$ cat config.mk
export PLATFORM = sky130hd
export DESIGN_NAME = instr_loader
export DESIGN_NICKNAME = d
export VERILOG_FILES = /design/src/rtl/instr_loader.sv
export SDC_FILE = /design/constraint.sdc
export NUM_CORES = 1
export LEC_CHECK = 0
export ABC_CLOCK_PERIOD_IN_PS = 2300
export BUFFER_PORTS_ARGS = -buffer_cell sky130_fd_sc_hd__buf_2
export CORE_MARGIN = 1
export CORE_UTILIZATION = 35
export CTS_CLUSTER_DIAMETER = 120
export CTS_CLUSTER_SIZE = 40
export DETAILED_ROUTE_END_ITERATION = 10
export PLACE_DENSITY = 0.63
export REMOVE_ABC_BUFFERS = 1
export SYNTH_ARGS = -nofsm -noshare
export SYNTH_HDL_FRONTEND = slang
export SYNTH_SLANG_ARGS = --single-unit
export TNS_END_PERCENT = 100
$ cat constraint.sdc
create_clock -name clock_i -period 2.3 [get_ports clock_i]
set_input_delay 0.23 -clock clock_i [delete_from_list [all_inputs] [get_ports clock_i]]
set_output_delay 0.23 -clock clock_i [all_outputs]
set_load 0.1 [all_outputs]
$ cat src/rtl/instr_loader.sv
// Boot-time instruction memory loader: framed byte stream in, 32-bit
// little-endian words out, XOR-checked, core held in reset until done.
module instr_loader #(
  parameter logic [31:0] BASE_ADDR = 32'h0,
  parameter int          MAX_WORDS = 256
) (
  input  logic        clock_i,
  input  logic        reset_i,
  input  logic        start_i,
  input  logic        rx_valid_i,
  input  logic [7:0]  rx_data_i,
  output logic        rx_ready_o,
  output logic        mem_we_o,
  output logic [31:0] mem_addr_o,
  output logic [31:0] mem_wdata_o,
  output logic        cpu_hold_o,
  output logic        load_done_o,
  output logic        load_error_o,
  output logic [15:0] words_loaded_o
);

  typedef enum logic [2:0] {
    S_IDLE,
    S_LEN_LO,
    S_LEN_HI,
    S_DATA,
    S_CHECK,
    S_DONE,
    S_ERROR
  } state_t;

  localparam logic [16:0] MAX_W = 17'(MAX_WORDS);

  state_t      state_q, state_d;
  logic [1:0]  lane_q, lane_d;
  logic [31:0] word_q, word_d;
  logic [7:0]  chk_q, chk_d;
  logic [15:0] len_q, len_d;
  logic [15:0] widx_q, widx_d;
  logic [15:0] words_q, words_d;
  logic        we_q, we_d;
  logic [31:0] addr_q, addr_d;
  logic [31:0] wdata_q, wdata_d;

  logic        acc;
  logic [15:0] n_w;

  assign rx_ready_o = (state_q == S_LEN_LO) || (state_q == S_LEN_HI) ||
                      (state_q == S_DATA) || (state_q == S_CHECK);
  assign acc = rx_valid_i & rx_ready_o;
  assign n_w = {rx_data_i, len_q[7:0]};

  always_comb begin
    state_d = state_q;
    lane_d  = lane_q;
    word_d  = word_q;
    chk_d   = chk_q;
    len_d   = len_q;
    widx_d  = widx_q;
    words_d = words_q;
    we_d    = 1'b0;
    addr_d  = addr_q;
    wdata_d = wdata_q;
    unique case (state_q)
      S_IDLE, S_DONE, S_ERROR: begin
        if (start_i) begin
          state_d = S_LEN_LO;
          words_d = '0;
          widx_d  = '0;
          chk_d   = '0;
          lane_d  = '0;
        end
      end
      S_LEN_LO: begin
        if (acc) begin
          len_d[7:0] = rx_data_i;
          state_d    = S_LEN_HI;
        end
      end
      S_LEN_HI: begin
        if (acc) begin
          len_d = n_w;
          if ({1'b0, n_w} > MAX_W) state_d = S_ERROR;
          else if (n_w == 16'd0)   state_d = S_CHECK;
          else                     state_d = S_DATA;
        end
      end
      S_DATA: begin
        if (acc) begin
          chk_d  = chk_q ^ rx_data_i;
          word_d = {rx_data_i, word_q[31:8]};
          lane_d = lane_q + 2'd1;
          // Lane 3 completes a word: register the write for next cycle
          if (lane_q == 2'd3) begin
            we_d    = 1'b1;
            addr_d  = BASE_ADDR + {14'd0, widx_q, 2'b00};
            wdata_d = word_d;
            widx_d  = widx_q + 16'd1;
            words_d = words_q + 16'd1;
            if (widx_q + 16'd1 == len_q) state_d = S_CHECK;
          end
        end
      end
      S_CHECK: begin
        if (acc) state_d = (rx_data_i == chk_q) ? S_DONE : S_ERROR;
      end
      default: state_d = S_IDLE;
    endcase
  end

  always_ff @(posedge clock_i) begin
    if (!reset_i) begin
      state_q <= S_IDLE;
      lane_q  <= '0;
      word_q  <= '0;
      chk_q   <= '0;
      len_q   <= '0;
      widx_q  <= '0;
      words_q <= '0;
      we_q    <= 1'b0;
      addr_q  <= '0;
      wdata_q <= '0;
    end else begin
      state_q <= state_d;
      lane_q  <= lane_d;
      word_q  <= word_d;
      chk_q   <= chk_d;
      len_q   <= len_d;
      widx_q  <= widx_d;
      words_q <= words_d;
      we_q    <= we_d;
      addr_q  <= addr_d;
      wdata_q <= wdata_d;
    end
  end

  assign mem_we_o       = we_q;
  assign mem_addr_o     = addr_q;
  assign mem_wdata_o    = wdata_q;
  assign cpu_hold_o     = (state_q != S_DONE);
  assign load_done_o    = (state_q == S_DONE);
  assign load_error_o   = (state_q == S_ERROR);
  assign words_loaded_o = words_q;

endmodule
### After elaboration in Yosys (flattened, before gate mapping)

Index checks and enable logic that the tools add are counted.

| storage, ports and cells | value |
|---|---|
| bits in registers | 142 |
| bits of input ports | 12 |
| output and inout bits | 85 |
| word-level logic and storage cells | 77 |

| cells by class | value |
|---|---|
| add/sub/neg operators | 3 |
| $lt $le $gt $ge | 1 |
| eq/ne operators | 17 |
| muxes and demuxes | 27 |
| bitwise operators | 3 |
| reductions and logical operators | 15 |

Operators by type and width:

| operator | number |
|---|---|
| 16-bit two-way mux | 5 |
| 16-bit one-hot mux with 2 select lines | 2 |
| 16-bit by 1-bit adder with 16-bit output, second input constant | 2 |
| 8-bit one-hot mux with 2 select lines | 2 |
| 3-bit two-way mux | 9 |
| 8-bit two-way mux | 3 |
| 16-bit equality test | 1 |
| 16-bit by 9-bit > comparator with 1-bit output, second input constant | 1 |
| 16-bit zero test | 1 |
| 3-bit one-hot mux with 5 select lines | 1 |
| 3-bit AND reduction | 4 |
| 2-bit inequality test, second input constant | 5 |
| 3-bit equality test, second input constant | 3 |
| 8-bit equality test | 1 |
| 8-bit XOR | 1 |
| 7-bit AND reduction | 1 |
| 3-bit by 2-bit equality test with 1-bit output, second input constant | 2 |
| 2-bit two-way mux | 3 |
| 2-bit by 1-bit inequality test with 1-bit output, second input constant | 2 |
| 2-bit one-hot mux with 2 select lines | 1 |
| 2-bit AND reduction | 2 |
| 4-bit AND reduction | 1 |
| 3-bit by 1-bit equality test with 1-bit output, second input constant | 1 |
| 3-bit zero test | 1 |
| other kinds (9) | 11 |

### Depth between registers and ports, before layout

| logic depth | value |
|---|---|
| depth in word-level cells | 7 |
| gate-level depth with buffers | 10 |
| gate-level depth less buffers | 8 |

### Worst setup path after synthesis

No wires, ideal clock.

| timing path | value |
|---|---|
| path type | register to output |
| start point | reg state_q[2] |
| end point | out load_done_o |
| data arrival time | 2.456 ns |
| data required time | 2.070 ns |
| path slack | -0.386 ns |
| cell stages (with the launch flop) | 5 |
| buffers on the path | 2 |
| path through | dfxtp_1 > clkbuf_1 > clkbuf_1 > nand2_1 > inv_1 |

| on the way | value |
|---|---|
| word-level cells in the longest chain between the ends | 1 |

Ends and longest elaborated chain:

| element | line | text |
|---|---|---|
| start: declaration | 34 | `state_t state_q, state_d;` |
| start signal: assignment | 124 | `state_q <= state_d;` |
| 3-bit equality test | 141 | `assign load_done_o = (state_q == S_DONE);` |
| end: declaration | 17 | `output logic load_done_o,` |

No other way between the ends.

### Worst setup path in the final report

| timing path | value |
|---|---|
| start point | reg widx_q[6] |
| end point | reg state_q[2] |

| on the way | value |
|---|---|
| word-level cells in the longest chain between the ends | 4 |

Ends and longest elaborated chain:

| element | line | text |
|---|---|---|
| start: declaration | 39 | `logic [15:0] widx_q, widx_d;` |
| start signal: assignment | 129 | `widx_q <= widx_d;` |
| 16-bit by 1-bit adder with 16-bit output | 100 | `if (widx_q + 16'd1 == len_q) state_d = S_CHECK;` |
| 16-bit equality test | 100 |  |
| 2-bit by 1-bit inequality test with 1-bit output (no line) | n/a |  |
| 7-bit AND reduction (no line) | n/a |  |

No other way between the ends.
A chain may end at the register's enable or synchronous reset.

==> results.tsv <==
metric	value	unit
Total GRT Usage	17.80	%
Chip Height	134.4	um
Gate Count Post-Synth	809	
initial antenna violation count	0	
relative slew slack	61.39	%
Final nets	908	
Yosys warning count	0	
grt total ovfl	0	
reg-to-reg endpoint	state_q[2]	
number of synthesized flops with an enable pin	0	
largest family of logic cells by synthesized area	simple AND/OR/NAND/NOR gates	
top area cells in the synthesized netlist	dfxtp_1, nand2_1, a21oi_1, nor2_1, xnor2_1	
Final Setup Violations	0	
Hold Path Sink	len_q[15]	
area growth from synthesis to layout	22.27	%
Routed Antenna Nets	0	
Die W	134.4	um
CP Data Arrival Time	2.57	ns
clock-pin slew on the worst setup and hold paths	0.06	ns
Final Hold Fails	0	
Leak	2.912	nW
crit path kind	reg -> reg	
CTS tree	built	
first-pass GRT wire length	25500	um
total number of vias	5551	
Post-Synth XOR/XNOR Area	6.143	%
ys flop type	dfxtp_1	
Min Hold Slack	0.1511	ns
Post-Place Cell Area	6855	sq um
Reg2Reg Setup Slack	0.1	ns
multiplexer share of the synthesized area	0.3265	%
Core Area	17180	sq um
adder-cell area share of the yosys netlist	0.6122	%
fraction of layout cells with a size suffix above 1	19.89	%
Final Util	43.64	%
number of port buffers	80	
DR vias/cell	4.912	
PwrDens	821.7	nW/um^2
Hold WC Path Type	in -> reg	
CP required	2.66	ns
Slew Viols, Final	0	
Starting DRT DRC Count	281	
Max Freq	0.4542	GHz
Final min period	2.202	ns
Worst R2R Start	widx_q[6]	
synthesis-stage register bit count	134	
period utilisation layout	95.72	%
Root Driver	clkbuf_16	
RSZ-0062 raised after global routing	no	
DRT Pass-1 Iters	4	
DRT Wirelength	15590	um
CP startpoint kind	flop	
VDD IR-drop max	0.0005976	V
count leader, synth	nand2_1	
DRC viols	0	
Max-Cap Viols	0	
CTS buffer count	17	
Clk Latency, worst-skew pair	0.42	ns
row cnt	48	
Compound-Gate Fraction of Synth Area	16.43	%
Yosys top cell area share	43.76	%
filler cell count	1790	
H-tree levels	4	
post-synthesis sequential area ratio	43.76	%
dpl ws	-0.03041	ns
Least-Margin Pin Slew	0.5712	ns
# diodes	0	
Clock Skew	0.005725	ns
largest net degree at the start of global routing	47	
Post-Synth Simple-Gate Area	25.96	%
list of most frequent post-synthesis cells	nand2_1, dfxtp_1, a21oi_1	
hold_sp	rx_data_i[7]	
WHS Path Cells	3	
Routed WL per cell	13.80	um
fin worst setup slack	0.09836	ns
Final Cell Area	7496	sq um
Distinct cells, synth	54	
post-synthesis cell area	6131	sq um
# IOs	97	
CTS Buffer Depth	2	
clk sinks	134	
crit-path max FO	5	
status	finished, final reports clean	
Initial Util	35.69	%
vias in the first global route	5149	
r2r worst-path depth	7	
dominant cell type by area after synthesis	dfxtp_1	
endpoint class of the critical path	flop	
syn_area_per_cell	7.578	sq um
async set-reset flop share out of synthesis	0	%
hpwl dp	10850	um
GP Congestion	0.8692	
overall power consumption	0.006160	W
die footprint	18050	sq um
[cells by family (layout without fill, tap and decap cells)]
group                    after synthesis  after routing
XOR/XNOR                              43             43
AO/OA/AOI/OAI                        182            182
buffers and inverters                 86            167
multiplexers                           2              2
other                                  1             16
adder cells (fa/ha/maj)                3              3
flip-flops                           134            134
AND/OR/NAND/NOR                      358            358
[per-stage QoR]
step | setup TNS [ns] | std cells
global placement | 0 | 1096
CTS | 0 | 1129
finish | 0 | 1130
detailed placement | -0.05559 | 1096
global route | 0 | 1130
floorplan | -55.21 | 746
[sequential cells by signal, indices dropped and copies added, names as in the netlist]
name	flops
mem_wdata_o	32
word_q	24
len_q	16
mem_addr_o	16
widx_q	16
words_loaded_o	16
chk_q	8
state_q	3
lane_q	2
mem_we_o	1
[report_power, final]
part	internal, W	switching [W]
Combinational	0.000349	0.000827
Sequential	0.00239	0.0000708
Clock	0.00151	0.00101
[worst max path at each step]
| stage | end | start | depth (start not counted) |
|---|---|---|---|
| floorplan | words_loaded_o[14] | state_q[2] | 7 |
| global placement | state_q[2] | widx_q[0] | 8 |
| detailed placement | state_q[2] | widx_q[1] | 8 |
| CTS | state_q[2] | widx_q[0] | 8 |
| global route | state_q[1] | widx_q[12] | 7 |
| finish | state_q[2] | widx_q[6] | 7 |
[layout make-up]
class | count | area, sq um | share of cell area [%]
clock buffer | 20 | 446.7 | 5.959
clock inverter | 11 | 103.9 | 1.385
inverter | 8 | 31.28 | 0.4173
tap | 225 | 281.5 | 3.756
timing repair buffer | 128 | 785.8 | 10.48
sequential | 134 | 2686 | 35.84
multi-input combinational | 604 | 3161 | 42.16
[placed cells by master, fill, tap and decap left out, drive strengths merged, types with 7 or more instances in the layout]
cell / n
a21oi: 118
clkbuf: 20
and3: 8
inv: 7
or3: 10
nand2: 217
dfxtp: 134
xnor2: 25
o21ai: 32
nand3: 7
conb: 16
xor2: 18
nor4: 9
nor2: 62
nor3: 14
buf: 128
o21a: 10
[critical path: stages, from the launching register on]
cell and delay [ns]:
dfxtp_2 0.38, nand4_4 0.16, or4_4 0.62, nor2_4 0.11, and4bb_1 0.20, a21oi_1 0.06, nor4_4 0.41, o211a_1 0.21
[routing by layer]
metal  part of all wire, %  track usage (%)
met2                    47            29.19
met3                   3.8            4.762
met1                    48            22.86
met4                   1.2            5.119
met5                     0                0
[repair_timing]
| item | 4_1_cts | 5_1_grt |
|---|---|---|
| hold buffers | 0 | 0 |
| cloned | 0 | 0 |
| buffers inserted | 2 | 1 |
| endpoints found under the setup margin | 3 | 3 |
| gates resized for setup | 8 | 7 |
| endpoints found under the hold margin | 0 | 0 |
| pin swaps | 3 | 3 |
Power figures use the tool's default switching activity.
